`src/rtl/addsub_pkg.sv`:
```
// Shared types and constants for the bit-serial add/subtract unit.
//   state_t : FSM state encoding (IDLE, RUN, DONE)
//   OP_ADD  : opcode for a + b + cin
//   OP_SUB  : opcode for a + ~b + cin
package addsub_pkg;

  typedef enum logic [1:0] {
    IDLE = 2'd0,
    RUN  = 2'd1,
    DONE = 2'd2
  } state_t;

  localparam logic OP_ADD = 1'b0;
  localparam logic OP_SUB = 1'b1;

endpackage : addsub_pkg

```
`src/rtl/full_adder_cell.sv`:
```
// One-bit full adder. This is the only arithmetic cell in the serial unit.
//   a, b : operand bits
//   ci   : carry in
//   s    : sum bit
//   co   : carry out
module full_adder_cell (
  input  logic a,
  input  logic b,
  input  logic ci,
  output logic s,
  output logic co
);

  assign s  = a ^ b ^ ci;
  assign co = (a & b) | (ci & (a ^ b));

endmodule : full_adder_cell

```
`src/rtl/serial_addsub_unit.sv`:
```
// Bit-serial, handshaked 8-bit (WIDTH) adder/subtractor. It accepts one request,
// processes one bit per clock (LSB first) through a single full-adder cell, and
// holds {carry, sum} until the consumer takes it.
//   clk, rst_n          : clock, asynchronous active-low reset
//   in_valid / in_ready : request handshake (a, b, cin, opcode sampled on accept)
//   out_valid/ out_ready: result handshake (sum, carry held while out_valid)
//   busy                : unit is not idle
module serial_addsub_unit
  import addsub_pkg::*;
#(
  parameter int WIDTH = 8
) (
  input  logic             clk,
  input  logic             rst_n,
  input  logic             in_valid,
  output logic             in_ready,
  input  logic [WIDTH-1:0] a,
  input  logic [WIDTH-1:0] b,
  input  logic             cin,
  input  logic             opcode,
  output logic             out_valid,
  input  logic             out_ready,
  output logic [WIDTH-1:0] sum,
  output logic             carry,
  output logic             busy
);

  localparam int CNT_W = $clog2(WIDTH + 1);

  state_t             state_q, state_d;
  logic [WIDTH-1:0]   a_sh_q, b_sh_q, sum_q;
  logic               carry_q;
  logic [CNT_W-1:0]   cnt_q;
  logic               fa_s, fa_co;
  logic               accept;
  logic               last_bit;

  assign accept   = (state_q == IDLE) && in_valid;
  assign last_bit = (cnt_q == CNT_W'(WIDTH - 1));

  full_adder_cell u_fa (
    .a  (a_sh_q[0]),
    .b  (b_sh_q[0]),
    .ci (carry_q),
    .s  (fa_s),
    .co (fa_co)
  );

  // NOTE: sequential state uses non-blocking (<=) so every register samples the
  // pre-edge values of its neighbours, independent of statement order.
  always_ff @(posedge clk or negedge rst_n) begin
    if (!rst_n) begin
      state_q <= IDLE;
    end else begin
      state_q <= state_d;
    end
  end

  // NOTE: state_d gets a default before the case so no path leaves it
  // unassigned, which would otherwise infer a latch.
  always_comb begin
    state_d = state_q;
    case (state_q)
      IDLE:    if (in_valid) state_d = RUN;
      RUN:     if (last_bit) state_d = DONE;
      DONE:    if (out_ready) state_d = IDLE;
      default: state_d = IDLE;
    endcase
  end

  // NOTE: the datapath registers are plain flops (not a memory array), so they
  // are all reset; an abort mid-transaction therefore leaves sum/carry at zero.
  always_ff @(posedge clk or negedge rst_n) begin
    if (!rst_n) begin
      a_sh_q  <= '0;
      b_sh_q  <= '0;
      sum_q   <= '0;
      carry_q <= 1'b0;
      cnt_q   <= '0;
    end else if (accept) begin
      a_sh_q  <= a;
      // Subtraction is folded into the operand: a + ~b + cin.
      b_sh_q  <= (opcode == OP_SUB) ? ~b : b;
      carry_q <= cin;
      cnt_q   <= '0;
    end else if (state_q == RUN) begin
      // Result bits enter at the MSB; after WIDTH shifts bit 0 lands at sum[0].
      sum_q   <= {fa_s, sum_q[WIDTH-1:1]};
      a_sh_q  <= a_sh_q >> 1;
      b_sh_q  <= b_sh_q >> 1;
      carry_q <= fa_co;
      cnt_q   <= cnt_q + 1'b1;
    end
  end

  assign in_ready  = (state_q == IDLE);
  assign out_valid = (state_q == DONE);
  assign busy      = (state_q != IDLE);
  assign sum       = sum_q;
  assign carry     = carry_q;

endmodule : serial_addsub_unit

```
`config.mk`:
```
export PLATFORM = sky130hd
export DESIGN_NAME = serial_addsub_unit
export DESIGN_NICKNAME = d
export VERILOG_FILES = /design/src/rtl/addsub_pkg.sv /design/src/rtl/full_adder_cell.sv /design/src/rtl/serial_addsub_unit.sv
export SDC_FILE = /design/constraint.sdc
export NUM_CORES = 1
export LEC_CHECK = 0
export ABC_AREA = 1
export CAP_MARGIN = 30
export CORE_UTILIZATION = 43
export DETAILED_ROUTE_END_ITERATION = 10
export GPL_TIMING_DRIVEN = 0
export PLACE_DENSITY = 0.78
export SLEW_MARGIN = 0
export SYNTH_ARGS = -nofsm -noshare
export SYNTH_HDL_FRONTEND = slang
export SYNTH_HIERARCHICAL = 1
export SYNTH_SLANG_ARGS = --single-unit
```
`constraint.sdc`:
```
create_clock -name clk -period 1.35 [get_ports clk]
set_input_delay 0.135 -clock clk [delete_from_list [all_inputs] [get_ports clk]]
set_output_delay 0.135 -clock clk [all_outputs]
set_load 0.05 [all_outputs]
```
# Word-level counts from Yosys, hierarchy flattened
# Cells that the tools add are included.
# word_totals
reg_bits	31
in_bits	22
# classes
reduce_logical	6
n_mux	13
n_eq_ne	6
bitwise	7
n_addsub	1
# ops
op	count
two-way mux 8 bit	5
two-way mux 4 bit	2
NOT 8 bit	1
two-way mux 2 bit	3
case mux 2 bit (3 select lines)	1
adder 4 x 1 -> 4 bit, second input constant	1
equality test 4 x 3 -> 1 bit, second input constant	1
!= test 2 bit, second input constant	2
nonzero test 2 bit	2
AND reduction 3 bit	1
bitwise AND 1 bit	2
equality test 2 x 1 -> 1 bit, second input constant	1
equality test 2 bit, second input constant	1
logical NOT 2 bit	1
two-way mux 1 bit	2
!= test 2 x 1 -> 1 bit, second input constant	1
AND reduction 2 bit	1
bitwise XOR 1 bit	2
logical AND 1 bit	1
NOT 1 bit	1
OR 1 bit	1

# Longest topological paths before layout
# depth
ltp_word	5
ltp_mapped	7
mapped_depth_nobuf	6

# Cells and area by module
# The synthesis kept the hierarchy.
# modules_own_cells
module	cells_each	area_each_um2	seq_area_each_um2	n_inst
serial_addsub_unit	169	1416.4	775.7	1
full_adder_cell	1	20.0	0.0	1

# Worst setup path after synthesis
# OpenSTA, ideal clock, no wires.
# synth_path
path_type	reg-to-reg
startpoint	register carry_q, in the netlist carry
endpoint	register sum_q[7], in the netlist sum[7]
t_arrival_ns	1.248
setup_time_ns	0.127
setup_slack_ns	-0.025
required_ns	1.223
stages_incl_launch_ff	4
cell_sequence	dfrtp_1 fa_1 nand2_1 o21ai_0
# synth_via
elab_chain_len	1
# synth_lines
element	line_no	source
start, declared	serial_addsub_unit.sv:32	logic carry_q;
start signal, assigned	serial_addsub_unit.sv:84	carry_q <= cin;
start signal, assigned	serial_addsub_unit.sv:91	carry_q <= fa_co;
bitwise XOR 1 bit	full_adder_cell.sv:14	assign s = a ^ b ^ ci;
net fa_s	serial_addsub_unit.sv:34	logic fa_s, fa_co;
end signal, assigned	serial_addsub_unit.sv:88	sum_q <= {fa_s, sum_q[WIDTH-1:1]};
end, declared	serial_addsub_unit.sv:31	logic [WIDTH-1:0] a_sh_q, b_sh_q, sum_q;
# The timed path passes the listed nets, and every way through them passes these cells.
# A chain may end at the register's enable or synchronous reset.

# Final worst setup path
# layout_path
startpoint	register state_q[0]
endpoint	output port busy
# layout_via
elab_chain_len	1
# layout_lines
element	line_no	source
start, declared	serial_addsub_unit.sv:30	state_t state_q, state_d;
start signal, assigned	serial_addsub_unit.sv:55	state_q <= state_d;
nonzero test 2 bit	serial_addsub_unit.sv:98	assign busy = (state_q != IDLE);
end, declared	serial_addsub_unit.sv:25	output logic busy
# No other way between the ends.

==> results.md <==
- Met2 demand-to-capacity share in global routing: 0.292
- Peak ir drop on the vdd network: 0.000876 V
- Main combinational cell family by area after synthesis: simple AND/OR/NAND/NOR gates
- Post-synthesis cell area: 0.00144 sq mm
- Min-Delay Path Class: in -> async
- Clock share of power: 0.142
- Worst-margin pin slew: 0.735 ns
- Number of antenna violations at the first check in global routing: 0
- Clock tree from TritonCTS: built
- Portion of total power attributed to sequential cells: 0.387
- Largest net degree at the start of global routing: 19
- Area share of fa/ha/maj cells after synthesis: 0.0226
- Top cells by count, synth: 72 x nand2_1, 31 x dfrtp_1, 17 x nand3_1, 10 x inv_1
- Total power per unit cell area: 2150 mW/mm^2
- Required time of the critical path: 1.22 ns
- Num CTS Buffers: 5
- Fraction of synthesized area in multiplexers: 0
- WL/cell: 11.2 um
- Tmin final: 1.29 ns
- Met1 usage: 0.251
- Fraction of power spent switching nets: 0.453
- Standard-cell rows: 20
- Initial drt markers: 51
- Number of buffers between clock root and the deepest sink: 2
- Post-synth ARST share: 1.00
- Setup slack of the critical path after layout: 0.0578 ns
- RD Place Congestion: 0.747
- Horizontal extent of the die: 59.8 um
- Fraction of met3 tracks used by global routing: 0.0390
- Synth top area share: 0.540
- Crit-path max FO: 4
- Logic pwr share: 0.471
- Port Buf Inserts: 32
- Number of DRC violations after detailed routing: 0
- Number of global-route vias before repair: 1111
- RSZ-0062 raised after global routing: no
- Average cell area after synthesis: 8.45 sq um
- Area growth from synthesis to layout: 31.5%
- Total inserted antenna cells: 0
- Final-report setup violation count: 0
- Placed wire-length estimate: 2.02 mm
- Area enclosed by the die boundary: 0.00358 sq mm
- Number of sinks on the clock net: 31
- Hold Vio Cnt, Final: 0
- Number of synthesized flops with an enable pin: 0
- Area fraction in compound gates after synthesis: 0.0453
- Num ports: 34
- Simple logic cell fraction of the synthesized area: 0.274
- Final worst-path cycle share: 0.957
- Psw: 1.84 mW
- Crit path arrival time: 1.16 ns
- Placed Instances: 247
- Maximum clock frequency: 774 MHz
- Number of instances in the synthesized netlist: 170
- Die extent in y: 59.8 um
- Leakage Power: 0.934 nW
- Outcome: completed
- Final Instance Count excl. Fillers: 256
- Post-synthesis cell type with the largest combined area: dfrtp_1
- Clock skew after layout: 0.0138 ns
- Worst setup timing slack at the placement stage: -0.184 ns
- Count of different cell masters after synthesis: 19
- Global-route wire length before repair: 4.89 mm
- CTS Root Cell: clkbuf_4
- Number of detailed-routing iterations run before antenna repair: 4
- Busiest layer in global routing: met2
- Area of the placeable core: 0.00310 sq mm
- Max-Cap Viols: 0
- Syn nets: 194
- Xor/xnor cell area share of the yosys netlist: 0.0488
- Most area-consuming cells after synthesis: dfrtp_1 54%, nand2_1 19%, nand3_1 5.9%, xor2_1 4.3%, inv_1 2.6%
- Sequential-to-total area share from yosys stat: 0.540
- Post-route ant nets: 0
- Overall global routing resource usage: 0.190
- Crit path capture type: output port
- Setup Crit Path Kind: reg -> out
- Via count: 1192
- Hold buffer count at CTS: 0
- Initial standard-cell utilization of the core: 0.463
- Post-synthesis sequential element count: 31
- Source-to-sink clock delay at the later pin of the worst-skew pair: 0.34 ns
- Vias per inst: 4.66
- Commonest register cell after synthesis: dfrtp_1
- Slew Limit Headroom: 0.509
- Fin nets: 235
- Fraction of layout instances using a drive strength above 1: 0.170
- Worst Setup Start Kind: flip-flop
- Number of pins with negative max-slew slack in the final report: 0
- Design internal power: 2.23 mW
- Total number of H-tree levels: 2
- Clock edge transition at the registers on the reported setup and hold paths: 0.10 ns
- Most instantiated library cell after synthesis: nand2_1
- Detailed-route wire length: 2.86 mm
- Overflow after GRT: 0
- Number of warnings issued by yosys: 6
==> power groups by stage <==
stage	logic, mW	registers [mW]	clock network [mW]
2_1_floorplan	1.01	1.93	0
3_3_place_gp	1.94	1.57	0
4_1_cts	1.94	1.57	0.583
6_report	1.91	1.58	0.578
5_1_grt	2.12	1.63	0.629
3_5_place_dp	2.00	1.58	0
==> what timing repair did <==
action | CTS | global route
endpoints found under the setup margin | 12 | 23
buffers inserted | 0 | 1
resized for setup | 39 | 10
==> final timing paths <==
path / slack [ns] / startpoint / endpoint / cells after the start
setup / recovery: 0.06 / state_q[0]$_DFFE_PN0P_ / busy / 3
hold / removal: 0.23 / rst_n / sum[1]$_DFFE_PN0P_ / 1
setup reg to reg: 0.16 / state_q[0]$_DFFE_PN0P_ / a_sh_q[0]$_DFFE_PN0P_ / 6
hold reg to reg: 0.49 / a_sh_q[7]$_DFFE_PN0P_ / a_sh_q[7]$_DFFE_PN0P_ / 2
max in group asynchronous: 0.57 / rst_n / b_sh_q[6]$_DFFE_PN0P_ / 2
min in group clk: 0.27 / opcode / b_sh_q[7]$_DFFE_PN0P_ / 3
==> cell usage in the layout, fill, tap and decap left out, drive strengths merged <==
cell / n
inv: 13
buf: 11
clkdlybuf4s50: 20
clkdlybuf4s15: 5
nand2: 72
nand4: 1
nor2: 6
nand3: 17
clkinv: 1
dfrtp: 31
fa: 1
ha: 1
clkbuf: 12
xor2: 7
xnor2: 1
o21ai: 13
==> worst max-delay path, stage by stage (launching register included) <==
cell     delay (ns)
dfrtp_2        0.46
nor2_4         0.14
inv_1          0.05
buf_4          0.18
==> area by class of cell <==
cell class / instances / area, sq um
timing repair buffer: 34 / 334
inverter: 13 / 48.8
buffer: 7 / 50.0
sequential: 31 / 779
tap: 44 / 55.1
clock buffer: 7 / 55.1
fill: 297 / 1210
multi-input combinational: 119 / 562
clock inverter: 1 / 5.00
==> kinds of logic (layout without fill, tap and decap cells) <==
kind of cell	after synthesis	after routing
XOR/XNOR	8	8
AND/OR/NAND/NOR	96	96
buffers and inverters	20	62
AO/OA/AOI/OAI	13	13
adder cells (fa/ha/maj)	2	2
flip-flops	31	31
==> per-layer routing <==
layer / wire length, um / part of all wire
met2: 1340 / 0.47
met3: 115 / 0.040
met1: 1360 / 0.47
met5: 0 / 0
met4: 44 / 0.015
==> through the flow <==
stage / hold slack, ns / area (sq um) / setup TNS (ns) / power, mW / util
2_1_floorplan: -0.161 / 1440 / 0 / 2.94 / -
4_1_cts: 0.249 / 1900 / 0 / 4.09 / 0.611
3_3_place_gp: 0.463 / 1810 / -14.10 / 3.51 / 0.584
5_1_grt: 0.268 / 1890 / 0 / 4.38 / 0.609
6_report: 0.230 / 1890 / 0 / 4.07 / 0.609
3_5_place_dp: 0.465 / 1840 / -0.481 / 3.58 / 0.593
==> registers in the layout, indices dropped and copies added (netlist names) <==
signal and count:
a_sh_q 8, state_q 2, b_sh_q 8, cnt_q 4
sum 8, carry 1
(Power assumes the default switching activity.)
